--- src/rtl/pmp_pkg.sv ---
// Shared definitions for the pattern-matching engine: command opcodes,
// control-word field positions and the handshake state encoding.
package pmp_pkg;

    localparam int PAT_BYTES = 8;
    localparam int CTRL_W    = 16;
    localparam int DATA_W    = 8 * PAT_BYTES;

    localparam logic [1:0] OP_NOP   = 2'b00;
    localparam logic [1:0] OP_LOAD  = 2'b01;
    localparam logic [1:0] OP_MATCH = 2'b10;
    localparam logic [1:0] OP_CLEAR = 2'b11;

    localparam int OPC_HI   = 15;
    localparam int OPC_LO   = 14;
    localparam int NB_HI    = 13;
    localparam int NB_LO    = 11;
    localparam int LAST_BIT = 10;

    typedef enum logic [1:0] {
        ST_IDLE,
        ST_SCAN,
        ST_DONE
    } state_e;

endpackage

--- src/rtl/pmp_byte_window.sv ---
// Sliding window of the most recent stream bytes plus a fill counter, with a
// comparator that reports a pattern hit on the window as it will be after this shift.
module pmp_byte_window
    import pmp_pkg::*;
(
    input  logic              clk,
    input  logic              reset,
    input  logic              shiftEn,
    input  logic [7:0]        byteIn,
    input  logic              clear,
    input  logic [DATA_W-1:0] pattern,
    input  logic [3:0]        plen,
    output logic              hit
);

    // The oldest byte falls out on the next shift, so only seven bytes are stored.
    logic [DATA_W-9:0] hist_q, hist_d;
    logic [3:0]        seen_q, seen_d;
    logic [DATA_W-1:0] histNext;
    logic [3:0]        seenNext;
    logic [2:0]        pIdx;

    always_comb begin
        histNext = {hist_q, byteIn};
        seenNext = (seen_q == 4'(PAT_BYTES)) ? seen_q : seen_q + 4'd1;
        hist_d   = hist_q;
        seen_d   = seen_q;
        if (clear) begin
            hist_d = '0;
            seen_d = '0;
        end else if (shiftEn) begin
            hist_d = histNext[DATA_W-9:0];
            seen_d = seenNext;
        end
    end

    // Newest window byte pairs with the last pattern byte, and so on backwards.
    always_comb begin
        pIdx = '0;
        hit  = shiftEn && (plen != 4'd0) && (seenNext >= plen);
        for (int i = 0; i < PAT_BYTES; i++) begin
            if (4'(i) < plen) begin
                pIdx = 3'(plen - 4'd1 - 4'(i));
                if (histNext[i*8 +: 8] != pattern[{pIdx, 3'b000} +: 8]) begin
                    hit = 1'b0;
                end
            end
        end
    end

    always_ff @(posedge clk or negedge reset) begin
        if (!reset) begin
            hist_q <= '0;
            seen_q <= '0;
        end else begin
            hist_q <= hist_d;
            seen_q <= seen_d;
        end
    end

endmodule

--- src/rtl/pmp_match_unit.sv ---
// Byte-serial pattern matcher: latches one command per 4-phase handshake,
// scans MATCH chunks one byte per cycle and keeps a sticky match flag.
module pmp_match_unit
    import pmp_pkg::*;
(
    input  logic              clk,
    input  logic              reset,
    input  logic [DATA_W-1:0] data,
    input  logic [CTRL_W-1:0] control,
    input  logic              data_ready,
    output logic              data_accepted,
    output logic              pattern_accepted
);

    state_e            state_q, state_d;
    logic [2:0]        idx_q, idx_d;
    logic [DATA_W-1:0] chunk_q, chunk_d;
    logic [2:0]        nbm1_q, nbm1_d;
    logic              last_q, last_d;
    logic [DATA_W-1:0] pattern_q, pattern_d;
    logic [3:0]        plen_q, plen_d;
    logic              flag_q, flag_d;

    logic [1:0] opcode;
    logic       accept;
    logic       winShift;
    logic       winClear;
    logic [7:0] winByte;
    logic       winHit;
    logic       unusedCtrl;

    assign opcode        = control[OPC_HI:OPC_LO];
    assign unusedCtrl    = ^control[LAST_BIT-1:0];
    assign data_accepted = (state_q == ST_DONE);
    assign pattern_accepted = flag_q;
    assign accept = (state_q == ST_IDLE) && data_ready && !data_accepted && (opcode != OP_NOP);

    pmp_byte_window u_window (
        .clk     (clk),
        .reset   (reset),
        .shiftEn (winShift),
        .byteIn  (winByte),
        .clear   (winClear),
        .pattern (pattern_q),
        .plen    (plen_q),
        .hit     (winHit)
    );

    // A LAST chunk wipes the window on its final byte; that byte's hit still counts.
    always_comb begin
        state_d   = state_q;
        idx_d     = idx_q;
        chunk_d   = chunk_q;
        nbm1_d    = nbm1_q;
        last_d    = last_q;
        pattern_d = pattern_q;
        plen_d    = plen_q;
        flag_d    = flag_q;
        winShift  = 1'b0;
        winClear  = 1'b0;
        winByte   = chunk_q[{idx_q, 3'b000} +: 8];
        case (state_q)
            ST_IDLE: begin
                if (accept) begin
                    case (opcode)
                        OP_LOAD: begin
                            pattern_d = data;
                            plen_d    = {1'b0, control[NB_HI:NB_LO]} + 4'd1;
                            flag_d    = 1'b0;
                            winClear  = 1'b1;
                            state_d   = ST_DONE;
                        end
                        OP_CLEAR: begin
                            flag_d   = 1'b0;
                            winClear = 1'b1;
                            state_d  = ST_DONE;
                        end
                        OP_MATCH: begin
                            chunk_d = data;
                            nbm1_d  = control[NB_HI:NB_LO];
                            last_d  = control[LAST_BIT];
                            idx_d   = 3'd0;
                            state_d = ST_SCAN;
                        end
                        default: ;
                    endcase
                end
            end
            ST_SCAN: begin
                winShift = 1'b1;
                if (winHit) begin
                    flag_d = 1'b1;
                end
                if (idx_q == nbm1_q) begin
                    winClear = last_q;
                    state_d  = ST_DONE;
                end else begin
                    idx_d = idx_q + 3'd1;
                end
            end
            ST_DONE: begin
                if (!data_ready) begin
                    state_d = ST_IDLE;
                end
            end
            default: state_d = ST_IDLE;
        endcase
    end

    always_ff @(posedge clk or negedge reset) begin
        if (!reset) begin
            state_q   <= ST_IDLE;
            idx_q     <= '0;
            chunk_q   <= '0;
            nbm1_q    <= '0;
            last_q    <= 1'b0;
            pattern_q <= '0;
            plen_q    <= '0;
            flag_q    <= 1'b0;
        end else begin
            state_q   <= state_d;
            idx_q     <= idx_d;
            chunk_q   <= chunk_d;
            nbm1_q    <= nbm1_d;
            last_q    <= last_d;
            pattern_q <= pattern_d;
            plen_q    <= plen_d;
            flag_q    <= flag_d;
        end
    end

endmodule
--- config.mk ---
export PLATFORM = sky130hd
export DESIGN_NAME = pmp_match_unit
export DESIGN_NICKNAME = d
export VERILOG_FILES = /design/src/rtl/pmp_pkg.sv /design/src/rtl/pmp_byte_window.sv /design/src/rtl/pmp_match_unit.sv
export SDC_FILE = /design/constraint.sdc
export NUM_CORES = 1
export LEC_CHECK = 0
export CAP_MARGIN = 20
export CORE_MARGIN = 2
export CORE_UTILIZATION = 45
export CTS_CLUSTER_SIZE = 8
export DETAILED_ROUTE_END_ITERATION = 8
export PLACE_DENSITY = 0.74
export SYNTH_ARGS = -nofsm -noshare
export SYNTH_HDL_FRONTEND = slang
export SYNTH_SLANG_ARGS = --single-unit
--- constraint.sdc ---
create_clock -name clk -period 3.3 [get_ports clk]
set_input_delay 0.33 -clock clk [delete_from_list [all_inputs] [get_ports clk]]
set_output_delay 0.33 -clock clk [all_outputs]
set_load 0.02 [all_outputs]
==> results.md <==
- Sequential-to-total area share from yosys stat: 44.4%
- YS warnings: 0
- Core Area: about 0.025 sq mm
- Cells after synthesis: ~890
- Final Skew: about 0.016 ns
- Chip Height: between 150 and 200 um
- Number of library cell types mapped by synthesis: 37
- Die width: about 160 um
- Synthesized cell area: roughly 0.011 sq mm
- Post-synth top area share: 44.4%
- DR DRC count: 0
- WL final: around 26 mm
- CP endpoint kind: flip-flop
- Hold Crit Class: in -> reg
- CP Launch Type: flip-flop
- Nets: ~1000
- Top Ports: 85
- Slew HR: between 30% and 40%
- Routed via count: 7558
- Worst r2r path cells: 11
- Initial core utilization: a little under half
- Final Cycle Share: just over 90%
- PwrDens: 1290 mW/mm^2
- Clock Latency Late Sink: around 0.53 ns
- RSZ-0062 raised after global routing: no
- Clock Pin Slew Worst Setup and Hold Paths: approximately 0.05 ns
- H-tree levels: 1
- Crit path DAT: between 3 and 4 ns
- Setup Viol. Count Final: 0
- First-pass GRT wire length: ~42 mm
- Top delay family on crit path: simple AND/OR/NAND/NOR gates
- Dominant cells by area after synthesis: dfrtp_1, mux4_2, mux2_2
- DR iter-0 viols: between 400 and 500
- Reg area: 0.00506 sq mm
- Worst Path Buf+Inv: 2
- Max-slew violations: 0
- Final Util: a little over half
- Cell Int Power: about 10 mW
- First-pass iteration count of the detailed router: 7
- Routability cong.: roughly 0.91
- Status: finished, final reports clean
- Ratio of cells with drive above 1 in the final layout: between 20 and 30%
- Grt ovf: 0
- Initial antenna violation count: 0
- R2r endpoint: pattern_accepted
- Most used DFF post-synth: dfrtp_1
- Vias in the first global route: just under 8000
- CP max-delay cell: mux4_2
- Post-synth top cells: dfrtp_1, mux2_2, nand2_1
- Largest net degree at the start of global routing: between 100 and 150
- Root buffer cell: clkbuf_16
- Net Sw Frac: between 40% and 50%
- Fillers: around 2100
- CP peak stage delay: 0.56 ns
- Yosys reg bits: between 200 and 250
- Worst vdd ir: approximately 950 uV
- Max cap viols: 0
- P_leak: 5.51 nW
- Post-CTS Setup Inserts: 0
- Vias per cell: approximately 5.9
- Area Growth Syn to Fin: 17.4%
- Final hold vios: 0
- Required time of the critical path: about 3.8 ns
- CTS Sinks: around 200
- Post-synth EDFFs: 0
- Gate power share: between 50% and 60%
- WP depth: 11
- Post-synthesis net count: a little under 1000
- Fraction of registers with async set/reset: 100%
- Buffers on Ports: 74
- GRT Total Usage: between 20% and 30%
- DR WL/cell: slightly above 20 um
- Finished Layout Cells: approximately 1300
- Flop pwr share: roughly a quarter
- Top achievable clock speed: ~330 MHz
- Worst r2r src: plen_q[0]
- Detail Placement HPWL: around 18 mm
- Row count: 58
- Setup TNS: 0 ns
- Critical path launch point: plen_q[0]
- Syn avg cell area: roughly 13 sq um
- Least-Margin Pin Slew: roughly 0.98 ns
- Area of the multi-input gates: roughly 0.0061 sq mm
- Die ar.: 0.0266 sq mm
- Crit-path cells: inv_1 -> ha_2 -> buf_12 -> mux4_2 -> mux2i_1 -> xnor2_1 -> nor4_1 -> nand2_1 -> nor3_1 -> a41oi_1 -> o21ai_1
- Clock Tree Buf Depth: 3
- Dominant cell by count in the synthesized netlist: dfrtp_1
- CTS tree: done
- Antenna fix cells: 0
- Minimum clock period: approximately 3.1 ns
- DRT antenna net count: 0
- Crit path kind: reg -> reg
- Clock power frac: between 10 and 15%
- Clock buffer count from CTS: 29
- Leading area contributor after synthesis: dfrtp_1
- Placed Instances: 1251
- Net Sw Power: between 6 and 7 mW
- Reg2Reg Setup Slack: approximately 0.23 ns
- Setup crit end: pattern_accepted
- Crit-path max FO: 33
==> stage by stage <==
step | hold WS, ns | cell area [sq um] | setup slack [ns] | power (mW)
floorplan | 0.0344 | 11400 | 0.000341 | 11.9
global placement | 0.482 | 12600 | 0.289 | 14.4
detailed placement | 0.488 | 12600 | 0.271 | 14.6
CTS | 0.416 | 13300 | 0.249 | 17.2
global route | 0.425 | 13400 | 0.0104 | 18.2
finish | 0.423 | 13400 | 0.234 | 17.2
==> sequential cells by signal (all words and copies together) (netlist names) <==
register,flops
last_q,1
u_window.seen_q,4
pattern_q,64
chunk_q,64
nbm1_q,3
pattern_accepted,1
idx_q,3
state_q,2
u_window.hist_q,56
plen_q,4
==> how the worst min path moves through the flow <==
| stage | from | endpoint | slack (ns) | depth (start not counted) |
|---|---|---|---|---|
| after floorplan | reset | chunk_q[0] | 0.03 | 0 |
| after global placement | chunk_q[55] | chunk_q[55] | 0.48 | 1 |
| after detailed placement | chunk_q[38] | chunk_q[38] | 0.49 | 1 |
| after CTS | control[10] | last_q | 0.42 | 2 |
| after global routing | control[10] | last_q | 0.43 | 2 |
| final | control[10] | last_q | 0.42 | 2 |
==> final cells by class <==
type                            instances  area share [%]
Inverter                                7           0.197
Tap cell                              330            3.09
Multi-Input combinational cell        616            45.3
Sequential cell                       202            37.9
Clock inverter                          1          0.0656
Clock buffer                           30            5.46
Timing Repair Buffer                   97            8.01
==> cells by family after synthesis <==
kind of cell | synth area share [%]
muxes | 35.4
DFF | 44.4
and+or+nand+nor | 6.14
AOI/OAI and AO/OA | 3.86
xor gates and xnor gates | 6.08
buffers and inverters | 2.85
adders and majority gates | 1.21
==> placed cells by master (no fill, tap or decap), types with 2 or more instances in the layout <==
master and count:
nor2b_1 3, mux2_2 132, clkbuf_16 29, ha_1 10
nor4_1 7, nor3_1 2, a211oi_1 8, xnor3_1 2
inv_1 6, a21o_1 2, a21oi_1 54, nor2_4 2
buf_4 10, nand3b_1 2, buf_12 12, mux2i_1 74
xnor2_1 32, dfrtp_1 201, nand3_1 2, nand2_1 114
nand4_1 10, o22ai_1 2, nor2_1 16, mux4_2 80
o21ai_0 8, xor2_1 40, clkdlybuf4s50_1 73
==> metal layers <==
layer	global-route usage (%)	vias to the layer above	routed length, um
li1	-	3373	-
met1	27.9	3902	11100
met2	33.2	221	12600
met3	3.16	62	1410
met4	8.41	0	1060
met5	0	-	0
==> power by group through the flow <==
stage	sequential (mW)	clock, mW	combinational (mW)
5_1_grt	4.69	2.67	10.9
3_5_place_dp	4.55	0	10.1
4_1_cts	4.52	2.57	10.1
3_3_place_gp	4.46	0	9.92
2_1_floorplan	4.16	0	7.74
6_report	4.54	2.53	10.1
==> timing repair <==
| action | 4_1_cts | 5_1_grt |
|---|---|---|
| hold buffers | 1 | 0 |
| endpoints found under the setup margin | 0 | 1 |
| gates resized for setup | 0 | 2 |
| endpoints found under the hold margin | 52 | 0 |
Power figures use the tool's default switching activity.
